===== config.mk =====
export PLATFORM = sky130hd
export DESIGN_NAME = ebi_irq_ctrl
export DESIGN_NICKNAME = d
export VERILOG_FILES = /design/src/rtl/ebi_pkg.sv /design/src/rtl/irq_src_cond.sv /design/src/rtl/ebi_irq_ctrl.sv
export SDC_FILE = /design/constraint.sdc
export NUM_CORES = 1
export LEC_CHECK = 0
export ABC_AREA = 1
export CAP_MARGIN = 10
export CORE_AREA = 3 3 84 86
export CTS_BUF_LIST = sky130_fd_sc_hd__clkbuf_2
export CTS_CLUSTER_SIZE = 20
export DETAILED_ROUTE_END_ITERATION = 7
export DIE_AREA = 0 0 87 89
export PLACE_DENSITY = 0.79
export REMOVE_ABC_BUFFERS = 1
export SLEW_MARGIN = 20
export SYNTH_ARGS = -nofsm -noshare
export SYNTH_HDL_FRONTEND = slang
export SYNTH_SLANG_ARGS = --single-unit

===== constraint.sdc =====
create_clock -name clk -period 1.56 [get_ports clk]
set_input_delay 0.468 -clock clk [delete_from_list [all_inputs] [get_ports clk]]
set_output_delay 0.468 -clock clk [all_outputs]
set_load 0.1 [all_outputs]

===== src/rtl/ebi_pkg.sv =====
// Shared definitions for the EBI interrupt aggregator: register map, source
// bit positions, FSM encoding and the vector priority encoder.
package ebi_pkg;

  localparam logic [1:0] ADDR_IPR = 2'd0;
  localparam logic [1:0] ADDR_IMR = 2'd1;
  localparam logic [1:0] ADDR_ITR = 2'd2;
  localparam logic [1:0] ADDR_IVR = 2'd3;

  localparam int SRC_UARTA = 0;
  localparam int SRC_UARTB = 1;
  localparam int SRC_UARTC = 2;
  localparam int SRC_UARTD = 3;
  localparam int SRC_UARTE = 4;
  localparam int SRC_UARTF = 5;
  localparam int SRC_CAN0  = 6;
  localparam int SRC_NAND  = 7;

  typedef enum logic [1:0] {
    ST_IDLE   = 2'd0,
    ST_ASSERT = 2'd1,
    ST_HOLD   = 2'd2
  } irq_state_e;

  // Lowest set bit index wins, so UART A has the highest priority.
  function automatic logic [3:0] lowest_set(input logic [15:0] v);
    logic [3:0] idx;
    idx = 4'd0;
    for (int i = 15; i >= 0; i--) begin
      if (v[i]) idx = 4'(i);
    end
    return idx;
  endfunction

endpackage


===== src/rtl/irq_src_cond.sv =====
// One interrupt source: two-flop synchroniser, edge/level qualification and
// a write-1-to-clear pending flop where a coincident set wins.
module irq_src_cond import ebi_pkg::*; (
  input  logic clk,
  input  logic rst_n,
  input  logic src,
  input  logic edge_mode,
  input  logic clr,
  output logic pend
);

  logic s1_r, s2_r, prev_r, pend_r;
  logic set_s;

  // Set request from the synchronised source
  always_comb begin
    set_s = 1'b0;
    if (edge_mode) begin
      set_s = s2_r & ~prev_r;
    end else begin
      set_s = s2_r;
    end
  end

  // Synchroniser, edge history and pending flop
  always_ff @(posedge clk) begin
    if (!rst_n) begin
      s1_r   <= 1'b0;
      s2_r   <= 1'b0;
      prev_r <= 1'b0;
      pend_r <= 1'b0;
    end else begin
      s1_r   <= src;
      s2_r   <= s1_r;
      prev_r <= s2_r;
      pend_r <= set_s | (pend_r & ~clr);
    end
  end

  assign pend = pend_r;

endmodule


===== src/rtl/ebi_irq_ctrl.sv =====
// Interrupt aggregator: per-source pending/mask/trigger registers on the EBI
// register bus, lowest-index vector, and a holdoff FSM driving irq_n.
module ebi_irq_ctrl import ebi_pkg::*; #(
  parameter int NSRC    = 8,
  parameter int HOLDOFF = 4
) (
  input  logic            clk,
  input  logic            rst_n,
  input  logic [NSRC-1:0] irq_src,
  input  logic            sel,
  input  logic [1:0]      addr,
  input  logic            we,
  input  logic            re,
  input  logic [31:0]     write_data,
  output logic [31:0]     read_data,
  output logic            irq_n
);

  generate
    if (NSRC < 1 || NSRC > 16 || HOLDOFF < 1 || HOLDOFF > 255) begin : g_param_check
      $error("ebi_irq_ctrl: NSRC must be 1..16 and HOLDOFF 1..255");
    end
  endgenerate

  localparam logic [7:0] HOLD_LOAD = 8'(HOLDOFF - 1);

  logic [NSRC-1:0] ipr_s, imr_r, itr_r, clr_s;
  logic [15:0]     act16_s;
  logic [3:0]      vec_idx_s;
  logic            active_s;
  logic [31:0]     rdata_s;
  logic            wdata_unused_s;
  irq_state_e      state_r, state_nxt_s;
  logic [7:0]      cnt_r, cnt_nxt_s;
  logic            irq_n_r, irq_n_nxt_s;

  assign wdata_unused_s = ^write_data;

  // Write-1-to-clear strobes for the pending bits
  always_comb begin
    clr_s = {NSRC{1'b0}};
    if (sel && we && (addr == ADDR_IPR)) begin
      clr_s = write_data[NSRC-1:0];
    end else begin
      clr_s = {NSRC{1'b0}};
    end
  end

  for (genvar i = 0; i < NSRC; i++) begin : g_src
    irq_src_cond u_cond (
      .clk       (clk),
      .rst_n     (rst_n),
      .src       (irq_src[i]),
      .edge_mode (itr_r[i]),
      .clr       (clr_s[i]),
      .pend      (ipr_s[i])
    );
  end

  // Masked pending vector widened for the shared priority encoder
  always_comb begin
    act16_s = 16'h0000;
    act16_s[NSRC-1:0] = ipr_s & imr_r;
  end

  assign active_s  = |act16_s;
  assign vec_idx_s = lowest_set(act16_s);

  // Mask and trigger-mode registers
  always_ff @(posedge clk) begin
    if (!rst_n) begin
      imr_r <= {NSRC{1'b0}};
      itr_r <= {NSRC{1'b0}};
    end else begin
      if (sel && we && (addr == ADDR_IMR)) imr_r <= write_data[NSRC-1:0];
      if (sel && we && (addr == ADDR_ITR)) itr_r <= write_data[NSRC-1:0];
    end
  end

  // Register read mux; shows pre-edge state during a coincident write
  always_comb begin
    rdata_s = 32'h0000_0000;
    if (sel && re) begin
      case (addr)
        ADDR_IPR: rdata_s = 32'(ipr_s);
        ADDR_IMR: rdata_s = 32'(imr_r);
        ADDR_ITR: rdata_s = 32'(itr_r);
        ADDR_IVR: rdata_s = active_s ? {1'b1, 27'd0, vec_idx_s} : 32'h0000_0000;
        default:  rdata_s = 32'h0000_0000;
      endcase
    end else begin
      rdata_s = 32'h0000_0000;
    end
  end

  assign read_data = rdata_s;

  // Next-state logic; HOLD enforces a minimum high time before reassertion
  always_comb begin
    state_nxt_s = state_r;
    cnt_nxt_s   = cnt_r;
    case (state_r)
      ST_IDLE: begin
        if (active_s) state_nxt_s = ST_ASSERT;
        else          state_nxt_s = ST_IDLE;
      end
      ST_ASSERT: begin
        if (!active_s) begin
          state_nxt_s = ST_HOLD;
          cnt_nxt_s   = HOLD_LOAD;
        end else begin
          state_nxt_s = ST_ASSERT;
        end
      end
      ST_HOLD: begin
        if (cnt_r == 8'd0) begin
          state_nxt_s = ST_IDLE;
        end else begin
          cnt_nxt_s = cnt_r - 8'd1;
        end
      end
      default: begin
        state_nxt_s = ST_IDLE;
        cnt_nxt_s   = 8'd0;
      end
    endcase
    irq_n_nxt_s = (state_nxt_s != ST_ASSERT);
  end

  // FSM state, holdoff counter and registered interrupt pin
  always_ff @(posedge clk) begin
    if (!rst_n) begin
      state_r <= ST_IDLE;
      cnt_r   <= 8'd0;
      irq_n_r <= 1'b1;
    end else begin
      state_r <= state_nxt_s;
      cnt_r   <= cnt_nxt_s;
      irq_n_r <= irq_n_nxt_s;
    end
  end

  assign irq_n = irq_n_r;

endmodule

# --- After elaboration in Yosys (flattened, before gate mapping) ---
# Index checks and enable logic that the tools add are counted.
classes:
  div: 0
  n_mul: 0
  n_reduce_logical: 10
  muxes: 27
  magnitude_cmp: 0
  bitwise: 42
  n_addsub: 1
  shifts: 0
  eq_ne: 8
op_table:
  columns: ["cell", "n"]
  rows:
  - ["32-bit one-hot mux with 4 select lines", 1]
  - ["32-bit 2-to-1 mux", 2]
  - ["4-bit 2-to-1 mux", 7]
  - ["8-bit 2-to-1 mux", 3]
  - ["8-bit one-hot mux with 3 select lines", 1]
  - ["1-bit inverter", 17]
  - ["1-bit bitwise AND", 16]
  - ["1-bit 2-to-1 mux", 9]
  - ["8-bit bitwise AND", 1]
  - ["8-bit logical NOT", 1]
  - ["1-bit bitwise OR", 8]
  - ["8-bit OR reduction", 1]
  - ["8-bit by 1-bit subtractor with 8-bit output (second input constant)", 1]
  - ["2-bit equality test (second input constant)", 3]
  - ["2-bit one-hot mux with 3 select lines", 1]
  - ["1-bit logical AND", 5]
  - ["2-bit by 1-bit equality test with 1-bit output (second input constant)", 2]
  - ["2-bit logical NOT", 2]
  - ["2-bit 2-to-1 mux", 2]
  - ["2-bit inequality test (second input constant)", 2]
  - ["3-bit 2-to-1 mux", 1]
  - ["3-bit AND reduction", 1]
  - ["2-bit by 1-bit inequality test with 1-bit output (second input constant)", 1]
word_totals:
  latchBits: 0
  regBits: 59
  output_inout_bits: 33
  ramBits: 0
  word_cells: 125
  in_bits: 47
  mem_count: 0
  romBits: 0

# --- Longest topological paths before layout ---
# Gate-level depths: netlist of the first run.
logic_depth:
  word_depth: 12
  depth_mapped: 10

# --- Cells and area by module ---
# Synthesis of the first run repeated with hierarchy kept, for this count alone.
unflattened:
  hier_cells: 415
  hier_area_um2: 3004.1
modules_own_cells:
  columns: ["mod", "cells_per_inst", "area_each_um2", "instances"]
  rows:
  - ["ebi_irq_ctrl", 295, 1983.2, 1]
  - ["irq_src_cond", 15, 127.6, 8]

# --- Worst setup path after synthesis of the first run ---
# Ideal clock, no wire load.
synth_timing:
  path_kind: "input to output"
  startpoint: "input port addr[1]"
  endpoint: "output port read_data[2]"
  arrival_ps: 2527
  path_buffers: 1
  stages: 4
  slack_ps: -1435
  required_time_ps: 1092
  cell_sequence: "nor2_2 buf_2 nand2_1 a41oi_1"
synth_via:
  elab_chain_cells: 3
  elab_cells_between_ends: 6
synth_rtl:
  columns: ["element", "line_no", "source"]
  rows:
  - ["start, declared", "ebi_irq_ctrl.sv:11", "input logic [1:0] addr,"]
  - ["2-bit equality test (tied with other cells)", "ebi_irq_ctrl.sv:84", "case (addr)"]
  - ["32-bit one-hot mux with 4 select lines (*)", "ebi_irq_ctrl.sv:84", null]
  - ["32-bit 2-to-1 mux (*)", "ebi_irq_ctrl.sv:83", "if (sel && re) begin"]
  - ["end, declared", "ebi_irq_ctrl.sv:15", "output logic [31:0] read_data,"]
# Mark *: on every way between the ends. The rest lies on a longest branch, timed or not.

# --- Final worst setup path of the first run ---
layout_timing:
  startpoint: "register imr_r[3]"
  endpoint: "output port read_data[2]"
layout_via:
  elab_chain_cells: 8
  elab_cells_between_ends: 9
layout_rtl:
  columns: ["element", "line_no", "source"]
  rows:
  - ["start, declared", "ebi_irq_ctrl.sv:27", "logic [NSRC-1:0] ipr_s, imr_r, itr_r, clr_s;"]
  - ["start signal, assigned", "ebi_irq_ctrl.sv:72", "imr_r <= {NSRC{1'b0}};"]
  - ["start signal, assigned", "ebi_irq_ctrl.sv:75", "if (sel && we && (addr == ADDR_IMR)) imr_r <= write_data[NSRC-1:0];"]
  - ["8-bit bitwise AND (*)", "ebi_irq_ctrl.sv:63", "act16_s[NSRC-1:0] = ipr_s & imr_r;"]
  - ["4-bit 2-to-1 mux (4 in a row)", "ebi_pkg.sv:30", "if (v[i]) idx = 4'(i);"]
  - ["32-bit 2-to-1 mux (*)", "ebi_irq_ctrl.sv:88", "ADDR_IVR: rdata_s = active_s ? {1'b1, 27'd0, vec_idx_s} : 32'h0000_0000;"]
  - ["32-bit one-hot mux with 4 select lines (*)", "ebi_irq_ctrl.sv:84", null]
  - ["32-bit 2-to-1 mux (*)", "ebi_irq_ctrl.sv:83", null]
# Marked as above.

==> results of run 1 <==
[placed cells by master, fill, tap and decap left out, types with 4 or more instances in the layout]
master / Yosys / final
buf_6: 1 / 15
nand2_2: 3 / 20
dfxtp_1: 59 / 38
inv_2: 7 / 14
nand2_1: 98 / 77
inv_1: 58 / 51
a21oi_2: 4 / 5
nand3_1: 22 / 20
a21oi_1: 11 / 10
o21ai_1: 18 / 18
conb_1: 1 / 23
nor2_1: 43 / 40
buf_12: 0 / 12
a32o_1: 4 / 4
dfxtp_2: 0 / 21
clkbuf_2: 0 / 10
ha_1: 6 / 4
nor2_4: 4 / 9
buf_4: 23 / 46
o211ai_1: 4 / 4
o21ai_0: 7 / 7
nand2_4: 1 / 4
a31o_1: 4 / 4
clkdlybuf4s50_1: 0 / 17
[routing by layer]
| metal | track usage | routed length (µm) | up-vias |
|---|---|---|---|
| met5 | 0 | 0 | - |
| met4 | 0.0836 | 149 | 0 |
| met3 | 0.0544 | 471 | 15 |
| met2 | 0.356 | 3810 | 113 |
| met1 | 0.215 | 2830 | 1309 |
| li1 | - | - | 1403 |
[synthesized netlist by cell type (all sizes together)]
cell type	n	area, µm²
nor4	1	6.26
nand4	2	12.5
nand3	22	110
o211ai	4	30.0
buf	29	206
o21ai	27	143
nor2	51	231
nor3	1	5.00
dfxtp	59	1180
ha	6	75.1
conb	1	3.75
nand3b	1	7.51
o31ai	1	7.51
clkbuf	2	7.51
a31oi	1	6.26
a21oi	16	106
a41oi	1	8.76
a221oi	1	8.76
inv	65	244
nand2	102	398
a31o	4	35.0
a32o	4	40.0
[where the power goes]
| group | internal [µW] | total (µW) | switching (µW) |
|---|---|---|---|
| combinational | 230 | 726 | 496 |
| clock | 199 | 766 | 567 |
| sequential | 1570 | 1600 | 33.3 |
[what timing repair did]
item	CTS	global route
pin swaps	22	16
setup endpoints to repair	11	21
hold endpoints to repair	0	0
gates resized for setup	74	23
setup buffers	18	11
[registers in the layout, indices dropped and copies added (netlist names), 2 cells and up]
name,cells
state_r,2
g_src.u_cond.prev_r,8
itr_r,8
cnt_r,8
g_src.u_cond.pend,8
g_src.u_cond.s1_r,8
g_src.u_cond.s2_r,8
imr_r,8
[worst min-delay path by stage]
stage                                     from                    to  slack (ns)  depth (start not counted)
after floorplan           g_src[0].u_cond.s1_r  g_src[0].u_cond.s2_r        0.39                          2
after global placement    g_src[1].u_cond.s1_r  g_src[1].u_cond.s2_r        0.39                          2
after detailed placement  g_src[6].u_cond.s1_r  g_src[6].u_cond.s2_r        0.40                          2
after CTS                                rst_n  g_src[4].u_cond.s2_r        0.31                          3
after global routing                     rst_n  g_src[4].u_cond.s2_r        0.32                          3
final                                    rst_n  g_src[4].u_cond.s2_r        0.33                          3
[per-stage QoR]
stage | hold WS, ns | util
floorplan | 0.390 | -
global placement | 0.393 | 0.562
detailed placement | 0.398 | 0.562
CTS | 0.309 | 0.621
global route | 0.324 | 0.636
finish | 0.328 | 0.636
[area by class of cell]
| class | count | share of cell area |
|---|---|---|
| Clock buffer | 10 | 0.0124 |
| Clock inverter | 6 | 0.00805 |
| Inverter | 65 | 0.0604 |
| Multi-Input combinational cell | 268 | 0.362 |
| Sequential cell | 59 | 0.299 |
| Tap cell | 77 | 0.0238 |
| Timing Repair Buffer | 93 | 0.234 |
[cells by family after synthesis]
group	count (synthesis)	share of synthesized area
and+or+nand+nor	180	0.268
buffers and inverters	96	0.159
AOI/OAI and AO/OA	59	0.134
DFF	59	0.411
adders and majority gates	6	0.0261
other	1	0.00130
[worst max-delay path, stage by stage, from the launching register on]
cell and delay (ns):
dfxtp_2 0.37, nand2_2 0.10, nand2_4 0.07, buf_6 0.12, inv_2 0.03, nand3b_1 0.11
a41oi_2 0.19, buf_4 0.16, buf_12 0.16
==> results.cfg, run 1 <==
[grt]
grt_pass1_wl_um = 11900
grt_max_degree = 26
grt_usage = 0.196
grt-ovfl-total = 0
grt_pass1_vias = 2707
grt_antenna_before_repair = 0

[critical_path]
worstPathArrival_ns = 1.81
critPathCaptureType = output port
crit_type = flop to output port
r2r_slack_ns = -0.15
crit_end = read_data[2]
rr_endpoint = irq_n
r2r_start = g_src[5].u_cond.pend
crit_start = imr_r[3]
cp_max_fo = 2
critPathLaunchType = flop
worst_ep_required_time_ns = 1.09
reg2regPathDepth = 13

[run_status]
failed_checks = setup timing
status = finished, violations left

[drt]
wirelength_um = 7260
ant_nets = 0
viasPerCell = 4.91
wl_per_cell_um = 12.6
dr.pass1.iters = 6
vias = 2840
drt_iter0_drc = 224
drcViolationCount = 0

[sta]
setup_ws_ns = -0.715
fin_setup_tns_ns = -4.76
period_needed_ns = 2.27
drv_slew = 0
finalHoldViolCount = 0
period_share = 1.46
finClkSkew_ns = 0.0210
rsz0062_at_grt = yes
fmax_mhz = 440
setup_viol = 11

[clock_tree]
clkTransAtPathRegs_ns = 0.18
cts_tree = built
cts_inserted_buffers = 9
clkSinkCount = 59
clk_latency_ns = 0.50
clock_tree.buffer_depth = 2
cts_root_buf = clkbuf_2
cts.htree.levels = 3
cts_hold_buf = 0

[placed_design]
placed_area_um2 = 3570
place_hpwl_um = 4890
numPortBuffers = 32
finalWeightedCongestion = 0.812
post-place-ws_ns = -0.885
dp_cells = 541

[synth]
synth_area_um2 = 2870
ys_seq_area_frac = 0.411
ys_warn_count = 0
ys_ff_latch = 59
synthCells = 401
synth_area_per_cell_um2 = 7.17
ys_types = 34

[floorplanning]
core.rowCount = 29
io_pins = 80
die_w_um = 87
initial_core_util = 0.453
dieArea_um2 = 7740
core_area_um2 = 6350
die_h_um = 89

[finish]
nNetsFinal = 549
multi_input_area_um2 = 1460
syn2layout_area_growth_pct = 40.6
final_area_um2 = 4040
seq_area_um2 = 1210
fin_cells = 578
final.fill_count = 515
n_antenna_cell = 0
drive_gt1_frac = 0.345

[pwr]
vdd_drop_max_v = 0.000572
power.density_nw_per_um2 = 766
p_leak_uw = 0.00195
finalPower_uw = 3100

[job]
cap_violations = 0

[min_path]
min_path_type = input port to flop
Note: power is estimated with default switching activity, not from simulation.
==> run 2, diff against run 1 <==
REMOVE_ABC_BUFFERS = not set   (was 1)
==> results.cfg, run 2 (same netlist as run 1, synthesis figures left out) <==
[grt]
grt_antenna_before_repair = 0
grt_pass1_wl_um = 11500
grt_max_degree = 17
grt_pass1_vias = 2619
grt_usage = 0.192
grt-ovfl-total = 0

[pwr]
clkPwrFrac = 0.320
vdd_drop_max_v = 0.000543
seqPwrFrac = 0.466
switchingPower_uw = 1120
netSwitchingFraction = 0.325
combPwrFrac = 0.213
power.density_nw_per_um2 = 836
finalPower_uw = 3430
p_leak_uw = 0.00192
internal-power_uw = 2320

[finish]
n_antenna_cell = 0
final_common_cell = nand2_1
drive_gt1_frac = 0.355
final_area_um2 = 4110
nNetsFinal = 538
syn2layout_area_growth_pct = 43.0
final_cell_mix = nand2_1 (70), inv_1 (51), nor2_1 (39), dfxtp_1 (39), buf_4 (33)

[critical_path]
r2r_start = g_src[7].u_cond.pend
cp_num_buf_inv = 2
cp_slowest_cell = dfxtp_4
worst_ep_required_time_ns = 1.09
cpLargestDelayFamily = compound AO/OA/AOI/OAI gates
critPathLaunchType = flop
slowest_delay_ns = 0.43
critPathCaptureType = output port
reg2regPathDepth = 12
path_cells = nand2_4, buf_4, a21oi_1, o21ai_2, a31oi_4, buf_12
crit_type = flop to output port
cp_max_fo = 4
worstPathArrival_ns = 1.83
r2r_slack_ns = -0.07
rr_endpoint = cnt_r[6]

[sta]
setup_viol = 14
fmax_mhz = 435
finalHoldViolCount = 0
rsz0062_at_grt = yes
finClkSkew_ns = 0.0241
setup_ws_ns = -0.737
drv_slew = 0
fin_setup_tns_ns = -5.25
period_needed_ns = 2.30
period_share = 1.47

[min_path]
hp-start = g_src[7].u_cond.s1_r
holdPathStages = 2
min_to = g_src[7].u_cond.s2_r
min_path_type = flop to flop

[job]
cap_violations = 0

[clock_tree]
cts_hold_buf = 0
cts.htree.levels = 3
cts_inserted_buffers = 9
clk_latency_ns = 0.51
clkTransAtPathRegs_ns = 0.18
clock_tree.buffer_depth = 2
cts_tree = built
clkSinkCount = 59
cts_root_buf = clkbuf_2

[drt]
drcViolationCount = 0
viasPerCell = 4.91
drt_iter0_drc = 248
ant_nets = 0
wirelength_um = 7170
vias = 2782
dr.pass1.iters = 5
wl_per_cell_um = 12.6

[placed_design]
finalWeightedCongestion = 0.947
place_hpwl_um = 4890
numPortBuffers = 32
placed_area_um2 = 3700
post-place-ws_ns = -0.915

[run_status]
failed_checks = setup timing
status = finished, violations left

[floorplanning]
die_w_um = 87
initial_core_util = 0.453
core_area_um2 = 6350
dieArea_um2 = 7740
io_pins = 80
core.rowCount = 29
die_h_um = 89
-- run 2: cell types whose count changed in the layout (fill, tap and decap cells not counted), sizes merged --
cell | previous run | this run
buf | 74 | 61
bufinv | 0 | 2
clkdlybuf4s50 | 17 | 18
clkinv | 4 | 3
clkinvlp | 2 | 7
inv | 65 | 60
-- run 2: cell type report --
type                            count  area (µm²)
Fill cell                         507        2240
Multi-Input combinational cell    268        1520
Sequential cell                    59        1210
Timing Repair Buffer               82         876
Inverter                           65         265
Tap cell                           77        96.3
Clock inverter                      7        92.6
Clock buffer                        9        45.0
-- run 2: what timing repair did --
item / 4_1_cts / 5_1_grt
resized for setup: 45 / 31
endpoints found under the setup margin: 10 / 20
cloned: 0 / 0
buffers inserted: 13 / 3
pin swaps: 20 / 22
-- run 2: through the flow --
step | util | instances | hold slack [ns]
finish | 0.647 | 567 | 0.415
global route | 0.647 | 567 | 0.418
CTS | 0.638 | 571 | 0.418
detailed placement | 0.583 | 542 | 0.395
global placement | 0.583 | 542 | 0.392
floorplan | - | 423 | 0.390
-- run 2: worst max-delay path by stage --
stage	cells after the start	to	start
6_report	6	read_data[1]	g_src[7].u_cond.pend
5_1_grt	6	read_data[1]	g_src[6].u_cond.pend
4_1_cts	9	read_data[0]	g_src[7].u_cond.pend
3_5_place_dp	6	read_data[0]	addr[0]
3_3_place_gp	6	read_data[0]	addr[0]
2_1_floorplan	4	read_data[2]	addr[0]
-- run 2: worst reg2reg max path: stages (launching register included) --
cell     delay [ns]
dfxtp_4        0.41
nand2_4        0.08
nand2_4        0.05
nor2_4         0.15
nand2_2        0.08
buf_4          0.13
buf_6          0.11
nand2_4        0.06
inv_2          0.04
nor2_4         0.20
nand2_1        0.08
nand2_1        0.08
nor2_2         0.05
-- run 2: per-layer routing --
layer  wire length [µm]  GRT usage  share of wire
met1               2870      0.223           0.40
met2               3550      0.322           0.49
met3                569     0.0406          0.079
met4                181      0.118          0.025
met5                  0          0              0
-- run 2: power groups by stage --
stage	Combinational, µW	Clock (µW)	Sequential (µW)
CTS	720	1120	1600
global route	777	1200	1610
finish	732	1100	1600
floorplan	518	0	1630
detailed placement	677	0	1630
global placement	666	0	1630
